### config.mk
export PLATFORM = sky130hd
export DESIGN_NAME = uart_cmd_parser
export DESIGN_NICKNAME = d
export VERILOG_FILES = /design/src/rtl/uart_cmd_parser_pkg.sv /design/src/rtl/uart_cmd_parser_timeout_counter.sv /design/src/rtl/uart_cmd_parser.sv
export SDC_FILE = /design/constraint.sdc
export NUM_CORES = 1
export LEC_CHECK = 0
export BUFFER_PORTS_ARGS = -buffer_cell sky130_fd_sc_hd__buf_2
export CORE_MARGIN = 2
export CORE_UTILIZATION = 40
export DETAILED_ROUTE_END_ITERATION = 8
export PLACE_DENSITY = 0.6
export SYNTH_ARGS = -nofsm -noshare
export SYNTH_HDL_FRONTEND = slang
export SYNTH_HIERARCHICAL = 1
export SYNTH_SLANG_ARGS = --single-unit
### constraint.sdc
create_clock -name clk -period 4 [get_ports clk]
set_input_delay 0.4 -clock clk [delete_from_list [all_inputs] [get_ports clk]]
set_output_delay 0.4 -clock clk [all_outputs]
set_load 0.1 [all_outputs]
### src/rtl/uart_cmd_parser_pkg.sv
// Shared definitions for the UART motor-command frame parser: state encoding,
// frame constants and the frame checksum.
package uart_cmd_parser_pkg;

    localparam logic [2:0] ST_HUNT      = 3'd0;
    localparam logic [2:0] ST_GET_CMD   = 3'd1;
    localparam logic [2:0] ST_GET_LEFT  = 3'd2;
    localparam logic [2:0] ST_GET_RIGHT = 3'd3;
    localparam logic [2:0] ST_GET_CHK   = 3'd4;

    localparam logic [7:0]  SYNC_BYTE_DEFAULT = 8'hAA;
    localparam int unsigned FRAME_LEN         = 5;

    function automatic logic [7:0] frame_checksum(input logic [7:0] cmd_b,
                                                  input logic [7:0] left_b,
                                                  input logic [7:0] right_b);
        return cmd_b ^ left_b ^ right_b;
    endfunction

endpackage

### src/rtl/uart_cmd_parser_timeout_counter.sv
// Idle-cycle counter that raises expired on reaching LIMIT and then holds
// there until cleared, so expiry never wraps or retriggers.
module timeout_counter #(
    parameter logic [31:0] LIMIT = 32'd100
) (
    input  logic clk,
    input  logic rst,
    input  logic clear,
    input  logic enable,
    output logic expired
);

    logic [31:0] count_q;
    logic [31:0] count_d;

    always_comb begin
        count_d = count_q;
        if (clear) begin
            count_d = '0;
        end else if (enable && (count_q != LIMIT)) begin
            count_d = count_q + 32'd1;
        end
    end

    always_ff @(posedge clk) begin
        if (rst) begin
            count_q <= '0;
        end else begin
            count_q <= count_d;
        end
    end

    assign expired = (count_q == LIMIT);

endmodule

### src/rtl/uart_cmd_parser.sv
// Assembles SYNC/CMD/LEFT/RIGHT/CHK frames from the UART byte stream and holds
// the last good drive command, zeroing it when the link watchdog expires.
module uart_cmd_parser
    import uart_cmd_parser_pkg::*;
#(
    parameter int unsigned           DATA_WIDTH   = 8,
    parameter logic [DATA_WIDTH-1:0] SYNC_BYTE    = SYNC_BYTE_DEFAULT,
    parameter logic [31:0]           BYTE_TIMEOUT = 32'd50000,
    parameter logic [31:0]           WATCHDOG     = 32'd48000000
) (
    input  logic                  clk,
    input  logic                  rst,
    input  logic [DATA_WIDTH-1:0] rx_data,
    input  logic                  rx_valid,
    output logic [DATA_WIDTH-1:0] cmd,
    output logic [DATA_WIDTH-1:0] left_speed,
    output logic [DATA_WIDTH-1:0] right_speed,
    output logic                  frame_valid,
    output logic                  frame_err,
    output logic [7:0]            err_count,
    output logic                  link_alive
);

    logic [2:0]            state_q, state_d;
    logic [DATA_WIDTH-1:0] sh_cmd_q, sh_cmd_d;
    logic [DATA_WIDTH-1:0] sh_left_q, sh_left_d;
    logic [DATA_WIDTH-1:0] sh_right_q, sh_right_d;

    logic [DATA_WIDTH-1:0] cmd_q, cmd_d;
    logic [DATA_WIDTH-1:0] left_q, left_d;
    logic [DATA_WIDTH-1:0] right_q, right_d;
    logic                  frame_valid_q, frame_valid_d;
    logic                  frame_err_q, frame_err_d;
    logic [7:0]            err_count_q, err_count_d;
    logic                  link_alive_q, link_alive_d;

    logic good_frame;
    logic bad_frame;
    logic gap_timeout;
    logic gap_expired;
    logic wd_expired;

    timeout_counter #(.LIMIT(BYTE_TIMEOUT)) u_gap_timer (
        .clk     (clk),
        .rst     (rst),
        .clear   (rx_valid || (state_q == ST_HUNT)),
        .enable  (state_q != ST_HUNT),
        .expired (gap_expired)
    );

    timeout_counter #(.LIMIT(WATCHDOG)) u_watchdog (
        .clk     (clk),
        .rst     (rst),
        .clear   (good_frame),
        .enable  (1'b1),
        .expired (wd_expired)
    );

    always_comb begin
        state_d     = state_q;
        sh_cmd_d    = sh_cmd_q;
        sh_left_d   = sh_left_q;
        sh_right_d  = sh_right_q;
        good_frame  = 1'b0;
        bad_frame   = 1'b0;
        gap_timeout = 1'b0;

        if (rx_valid) begin
            case (state_q)
                ST_HUNT: begin
                    if (rx_data == SYNC_BYTE) begin
                        state_d = ST_GET_CMD;
                    end
                end
                ST_GET_CMD: begin
                    sh_cmd_d = rx_data;
                    state_d  = ST_GET_LEFT;
                end
                ST_GET_LEFT: begin
                    sh_left_d = rx_data;
                    state_d   = ST_GET_RIGHT;
                end
                ST_GET_RIGHT: begin
                    sh_right_d = rx_data;
                    state_d    = ST_GET_CHK;
                end
                ST_GET_CHK: begin
                    if (rx_data == frame_checksum(sh_cmd_q, sh_left_q, sh_right_q)) begin
                        good_frame = 1'b1;
                    end else begin
                        bad_frame = 1'b1;
                    end
                    state_d = ST_HUNT;
                end
                default: state_d = ST_HUNT;
            endcase
        end else if ((state_q != ST_HUNT) && gap_expired) begin
            // A byte landing in the expiry cycle takes the branch above instead.
            gap_timeout = 1'b1;
            state_d     = ST_HUNT;
        end
    end

    always_comb begin
        cmd_d         = cmd_q;
        left_d        = left_q;
        right_d       = right_q;
        link_alive_d  = link_alive_q;
        frame_valid_d = good_frame;
        frame_err_d   = bad_frame || gap_timeout;
        err_count_d   = err_count_q;

        if (good_frame) begin
            cmd_d        = sh_cmd_q;
            left_d       = sh_left_q;
            right_d      = sh_right_q;
            link_alive_d = 1'b1;
        end else if (wd_expired) begin
            cmd_d        = '0;
            left_d       = '0;
            right_d      = '0;
            link_alive_d = 1'b0;
        end

        if ((bad_frame || gap_timeout) && (err_count_q != '1)) begin
            err_count_d = err_count_q + 8'd1;
        end
    end

    always_ff @(posedge clk) begin
        if (rst) begin
            state_q       <= ST_HUNT;
            sh_cmd_q      <= '0;
            sh_left_q     <= '0;
            sh_right_q    <= '0;
            cmd_q         <= '0;
            left_q        <= '0;
            right_q       <= '0;
            frame_valid_q <= 1'b0;
            frame_err_q   <= 1'b0;
            err_count_q   <= '0;
            link_alive_q  <= 1'b0;
        end else begin
            state_q       <= state_d;
            sh_cmd_q      <= sh_cmd_d;
            sh_left_q     <= sh_left_d;
            sh_right_q    <= sh_right_d;
            cmd_q         <= cmd_d;
            left_q        <= left_d;
            right_q       <= right_d;
            frame_valid_q <= frame_valid_d;
            frame_err_q   <= frame_err_d;
            err_count_q   <= err_count_d;
            link_alive_q  <= link_alive_d;
        end
    end

    assign cmd         = cmd_q;
    assign left_speed  = left_q;
    assign right_speed = right_q;
    assign frame_valid = frame_valid_q;
    assign frame_err   = frame_err_q;
    assign err_count   = err_count_q;
    assign link_alive  = link_alive_q;

endmodule

==> results of run 1 <==
per-layer routing:
metal  track usage  routed length (µm)
met5             0                   0
met4        0.0639                 177
met3        0.0570                 741
met2         0.329                7490
met1         0.231                6600
flip-flops by register name, indices dropped and copies added, names as in the netlist:
signal / cells
u_gap_timer/count_q: 32
u_watchdog/count_q: 32
cmd: 8
err_count: 8
left_speed: 8
right_speed: 8
sh_cmd_q: 8
sh_left_q: 8
sh_right_q: 8
state_q: 3
frame_err: 1
frame_valid: 1
link_alive: 1
path summary, 6_finish.rpt:
check | slack (ns) | endpoint | cells past startpoint | start
worst max-delay path | 1.00 | err_count[7] | 11 | u_gap_timer/count_q[0]
worst min-delay path | 0.26 | sh_left_q[2] | 3 | rx_data[2]
worst max register to register | 1.00 | err_count[7] | 11 | u_gap_timer/count_q[0]
worst min register to register | 0.47 | link_alive | 2 | link_alive
per-stage QoR:
step / instance area (µm²) / total power, µW / utilization
4_1_cts: 7120 / 2890 / 0.468
6_report: 7120 / 2860 / 0.468
3_5_place_dp: 6540 / 1350 / 0.430
2_1_floorplan: 6210 / 1330 / -
5_1_grt: 7120 / 2960 / 0.468
3_3_place_gp: 6540 / 1350 / 0.430
layout make-up:
type	instances	area share
Inverter	10	0.00527
Clock buffer	18	0.0603
Tap cell	188	0.0330
Multi-Input combinational cell	564	0.488
Sequential cell	126	0.354
Timing Repair Buffer	50	0.0369
Clock inverter	14	0.0220
critical path, cell delays in order (launching register included):
cell and delay [ns]:
dfxtp_1 0.33, inv_1 0.12, ha_1 0.20, nor4bb_1 0.27, nand2_1 0.09, nor3_1 0.26
nor2_1 0.14, or3b_1 0.44, a21oi_2 0.23, nand2_1 0.11, nor4b_1 0.31, mux2_2 0.37
placed cells by master, fill, tap and decap left out, types with 29 or more instances in the layout:
cell type  count
xor2_1        35
nor2b_1       32
nand2_1       90
nand3_1       33
xnor2_1       30
a21oi_1       37
dfxtp_1      126
nor2_1        94
buf_2         45
nand4_1       29
cell families (layout without fill, tap and decap cells):
kind of cell / after synthesis / in the layout
compound gates: 72 / 72
xor+xnor: 65 / 65
fa+ha+maj: 5 / 5
buf+inv: 46 / 92
flops: 126 / 126
mux: 33 / 33
other cells: 1 / 3
simple gates: 386 / 386
report_power, final:
| part | leakage (µW) | switching (µW) | internal [µW] |
|---|---|---|---|
| logic | 0.00151 | 43.1 | 19.0 |
| registers | 0.00101 | 3.49 | 1260 |
| clock network | 0.000286 | 606 | 928 |
==> results.yml, run 1 <==
run_status:
  outcome: "finished, final reports clean"
final_layout:
  drive_gt1_frac: 0.145
  stdcell_count: 970
  diodes: 0
  seqCellArea_um2: 2520
  multi_input_area_um2: 3480
  nets: 785
  syn2layout_area_growth_pct: 14.8
  nFillCells: 1464
die:
  die_h_um: 129
  dieWidth_um: 129
  rows: 45
  num_io_pins: 46
  core-area_um2: 15200
  die_area_um2: 16500
  initial_core_util: 0.408
clocking:
  ctsResizeCount: 0
  cts_max_level: 4
  ctsLongestPathBuffers: 2
  post_cts_buffers: 0
  clockRootBuffer: "clkbuf_16"
  clk_pin_slew_ns: 0.06
  cts_inserted_buffers: 17
  clock_sinks: 126
  postCtsHoldBufs: 0
  clock_latency_ns: 0.42
  cts_tree: "done"
place:
  dp_hpwl_um: 10500
  dp_cells: 938
  place.gp.congestion: 0.866
  pre_cts_slack_ns: 1.00
  portBuffers: 45
critical_path:
  critPathMaxFanout: 5
  cp-start-kind: "flop"
  endpoint_kind: "flop"
  crit_type: "reg2reg"
  worst_ep_required_time_ns: 4.30
  cp.arrival_ns: 3.30
yosys:
  synth-xor-area-share: 0.0918
  synth_edf_count: 0
  ys.flop_type: "dfxtp_1"
  avgSynthCellArea_um2: 8.45
  yosysSeqAreaShare: 0.407
  ys_ff_latch: 126
  synth.distinct_cells: 55
  synth_compound_area_frac: 0.0710
  synth_top_family_by_area: "simple AND/OR/NAND/NOR gates"
  async_flop_share: 0
  synth.area.top_cells: "dfxtp_1, nor2_1, nand2_1"
  syn-cell-area_um2: 6200
  synth_top_cell_area_share: 0.407
  synthMuxAreaShare: 0.0544
  synth-simple-area-share: 0.331
  synth_fa_ha_area_frac: 0.0101
  syn-instance-count: 734
  synth_commonest_cells: "dfxtp_1, nor2_1, nand2_1, a21oi_1, xor2_1"
  post-synth-top-count-cell: "dfxtp_1"
  synth_area_leader_cell: "dfxtp_1"
  yosys_warnings: 6
sta:
  setup_tns_ns: 0
  worst_slew_margin_rel: 0.401
  slew_viol_final: 0
  worst_pin_slew_ns: 0.890
  fin_crit_ns: 3.00
  setup_ws_ns: 1.00
  skew_ns: 0.0101
  rsz0062_at_grt: "no"
  max_freq_mhz: 333
  hold_viol_final: 0
  fin_crit_sh: 0.750
  hold_ws_ns: 0.263
  final-setup-viol-count: 0
route:
  routed-via-count: 5327
  via_per_inst: 5.49
  drc: 0
  dr.first_iter.drc_count: 285
  first_pass_iters: 4
  wl_per_cell_um: 15.5
  drt_wl_total_um: 15000
  antenna_left: 0
global_routing:
  grt_max_degree: 70
  gr-usage-all-layers: 0.192
  grt-ovfl-total: 0
  antenna_found_initial: 0
  grt_pass1_vias: 5110
  grt_first_pass_wirelength_um: 25100
power_and_ir_drop:
  power.leakage_uw: 0.00281
  powerDensity_nw_per_um2: 401
  peakVddDrop_mv: 0.374
run:
  timing.max_cap.violations: 0
min_path:
  hold_path.class: "in2reg"
Note: power is estimated with default switching activity, not from simulation.
==> run 2: changes to the inputs <==
--- a/config.mk
+++ b/config.mk
@@ -9,7 +9,7 @@
 export CORE_MARGIN = 2
 export CORE_UTILIZATION = 40
 export DETAILED_ROUTE_END_ITERATION = 8
-export PLACE_DENSITY = 0.6
+export PLACE_DENSITY = 0.62
 export SYNTH_ARGS = -nofsm -noshare
 export SYNTH_HDL_FRONTEND = slang
 export SYNTH_HIERARCHICAL = 1
==> constraint.sdc (replaced) <==
create_clock -name clk -period 2.75 [get_ports clk]
set_input_delay 0.275 -clock clk [delete_from_list [all_inputs] [get_ports clk]]
set_output_delay 0.275 -clock clk [all_outputs]
set_load 0.1 [all_outputs]
==> run 2 against run 1 <==
Compared with the run above: utilization grew 1.2 points; final area up 2.6%; clock skew grew 0.0030 ns; setup slack worse by 0.84 ns; fmax increased by 16%; count of clock-buffer cells in the layout rose by 1; register-to-register slack got worse by 0.84 ns; power grew 51%; final cell count rose by 1.4%; largest power group unchanged.
==> results.yml, run 2 (synthesis gave the netlist of run 1 again) <==
run_status:
  outcome: "finished, final reports clean"
route:
  via_per_inst: 5.37
  drt_wl_total_um: 14900
  routed-via-count: 5284
  met3_length_um: 698
  drc: 0
  wl_met2_um: 6740
  wl_per_cell_um: 15.1
  dr.first_iter.drc_count: 301
  highest_layer: "met4"
  wl_met1_um: 7120
  antenna_left: 0
  first_pass_iters: 5
power_and_ir_drop:
  p_int_uw: 3400
  powerDensity_nw_per_um2: 589
  switchingPower_uw: 906
  switching_share: 0.210
  p_seq_frac: 0.426
  power_frac_clock: 0.553
  peakVddDrop_mv: 0.386
  power.leakage_uw: 0.00290
  power_uw: 4300
  comb_power_share: 0.021
final_layout:
  top_regs: "u_gap_timer/count_q: 32 flops, u_watchdog/count_q: 32 flops"
  syn2layout_area_growth_pct: 17.7
  nets: 799
  final_area_um2: 7300
  final_common_cell: "dfxtp_1"
  drive_gt1_frac: 0.167
  utilization: 0.480
  nFillCells: 1482
  diodes: 0
  multi_input_area_um2: 3510
  seqCellArea_um2: 2520
  final_cell_mix: "dfxtp_1, nor2_1, nand2_1, buf_2, a21oi_1"
critical_path:
  crit_slowest_cell: "or3b_4"
  worst_ep_required_time_ns: 3.05
  endpoint_kind: "flop"
  crit_type: "reg2reg"
  cp.arrival_ns: 2.89
  critical_path.max_stage_delay_ns: 0.40
  crit-reg2reg-capture: "err_count[0]"
  r2r_start: "u_gap_timer/count_q[0]"
  crit_start: "u_gap_timer/count_q[0]"
  reg2reg_depth: 11
  critPathMaxFanout: 4
  cp-start-kind: "flop"
  reg2reg_slack_ns: 0.16
  path_cells: "inv_2, ha_1, nor4bb_4, nand2_1, nor3_2, nor2_1, or3b_4, a21oi_2, buf_4, nor2b_1, mux2_2"
die:
  die_h_um: 129
  core-area_um2: 15200
  num_io_pins: 46
  die_area_um2: 16500
  initial_core_util: 0.408
  dieWidth_um: 129
  rows: 45
sta:
  hold_ws_ns: 0.141
  fin_crit_ns: 2.59
  slew_viol_final: 0
  worst_pin_slew_ns: 0.835
  skew_ns: 0.0132
  final-setup-viol-count: 0
  max_freq_mhz: 387
  setup_ws_ns: 0.164
  hold_viol_final: 0
  fin_crit_sh: 0.940
  worst_slew_margin_rel: 0.441
global_routing:
  grt-ovfl-total: 0
  grt_first_pass_wirelength_um: 24400
  gr-usage-all-layers: 0.187
  grt_pass1_vias: 4809
  antenna_found_initial: 0
  grt_max_degree: 62
clocking:
  cts_tree: "done"
  clockRootBuffer: "clkbuf_16"
  ctsLongestPathBuffers: 2
  cts_inserted_buffers: 17
  postCtsHoldBufs: 0
  clk_pin_slew_ns: 0.06
  clock_sinks: 126
  cts_max_level: 4
  clock_latency_ns: 0.42
min_path:
  hold_start: "rx_data[3]"
  hold_depth: 3
  min_to: "sh_left_q[3]"
  hold_path.class: "in2reg"
place:
  portBuffers: 45
  place_area_um2: 6640
  dp_hpwl_um: 10400
  place.gp.congestion: 0.866
  pre_cts_slack_ns: 0.0895
run:
  timing.max_cap.violations: 0
-- run 2: cell count changes in the layout (fill, tap and decap cells not counted), sizes merged --
cell      delta
buf         +14
clkbuf       +1
clkinvlp     +3
bufinv       +2
inv          -6
-- run 2: power groups by stage --
| stage | Sequential [µW] | Clock [µW] | Combinational (µW) |
|---|---|---|---|
| finish | 1830 | 2380 | 91.5 |
| global route | 1830 | 2490 | 102 |
| CTS | 1830 | 2420 | 91.2 |
| detailed placement | 1870 | 0 | 91.2 |
| global placement | 1870 | 0 | 91.5 |
| floorplan | 1870 | 0 | 59.2 |
-- run 2: cell type report --
| cell class | instances | area share |
|---|---|---|
| multi-input cells | 564 | 0.480 |
| flip-flops and latches | 126 | 0.346 |
| clock buffers | 19 | 0.0606 |
| repair buffers | 64 | 0.0504 |
| well taps | 188 | 0.0322 |
| clock inverters | 13 | 0.0260 |
| inverters | 10 | 0.00514 |
-- run 2: worst max path at each step --
stage / endpoint / slack (ns) / depth (start not counted)
after floorplan: u_watchdog/count_q[2] / 0.22 / 11
after global placement: err_count[7] / 0.13 / 11
after detailed placement: err_count[7] / 0.09 / 11
after CTS: err_count[7] / 0.05 / 11
after global routing: err_count[5] / -0.01 / 12
final: err_count[0] / 0.16 / 11
-- run 2: per-stage QoR --
stage	instances	setup TNS, ns
floorplan	736	0
global placement	952	0
detailed placement	952	0
CTS	984	0
global route	984	-0.0122
finish	984	0
-- run 2: what timing repair did --
action / CTS / global route
setup endpoints to repair: 0 / 5
setup buffers: 0 / 0
resized for setup: 0 / 7
-- run 2: critical path, delay by kind of cell (launching register included) --
kind            cells  cell delay [ns]
buf+inv             2             0.21
mux                 1             0.35
compound gates      1             0.13
flops               1             0.34
fa+ha+maj           1             0.17
simple gates        6             1.25
-- run 2: routing by layer --
metal	vias up	track usage
met5	-	0
met4	0	0.0774
met3	28	0.0453
met2	120	0.294
met1	2472	0.247
li1	2664	-
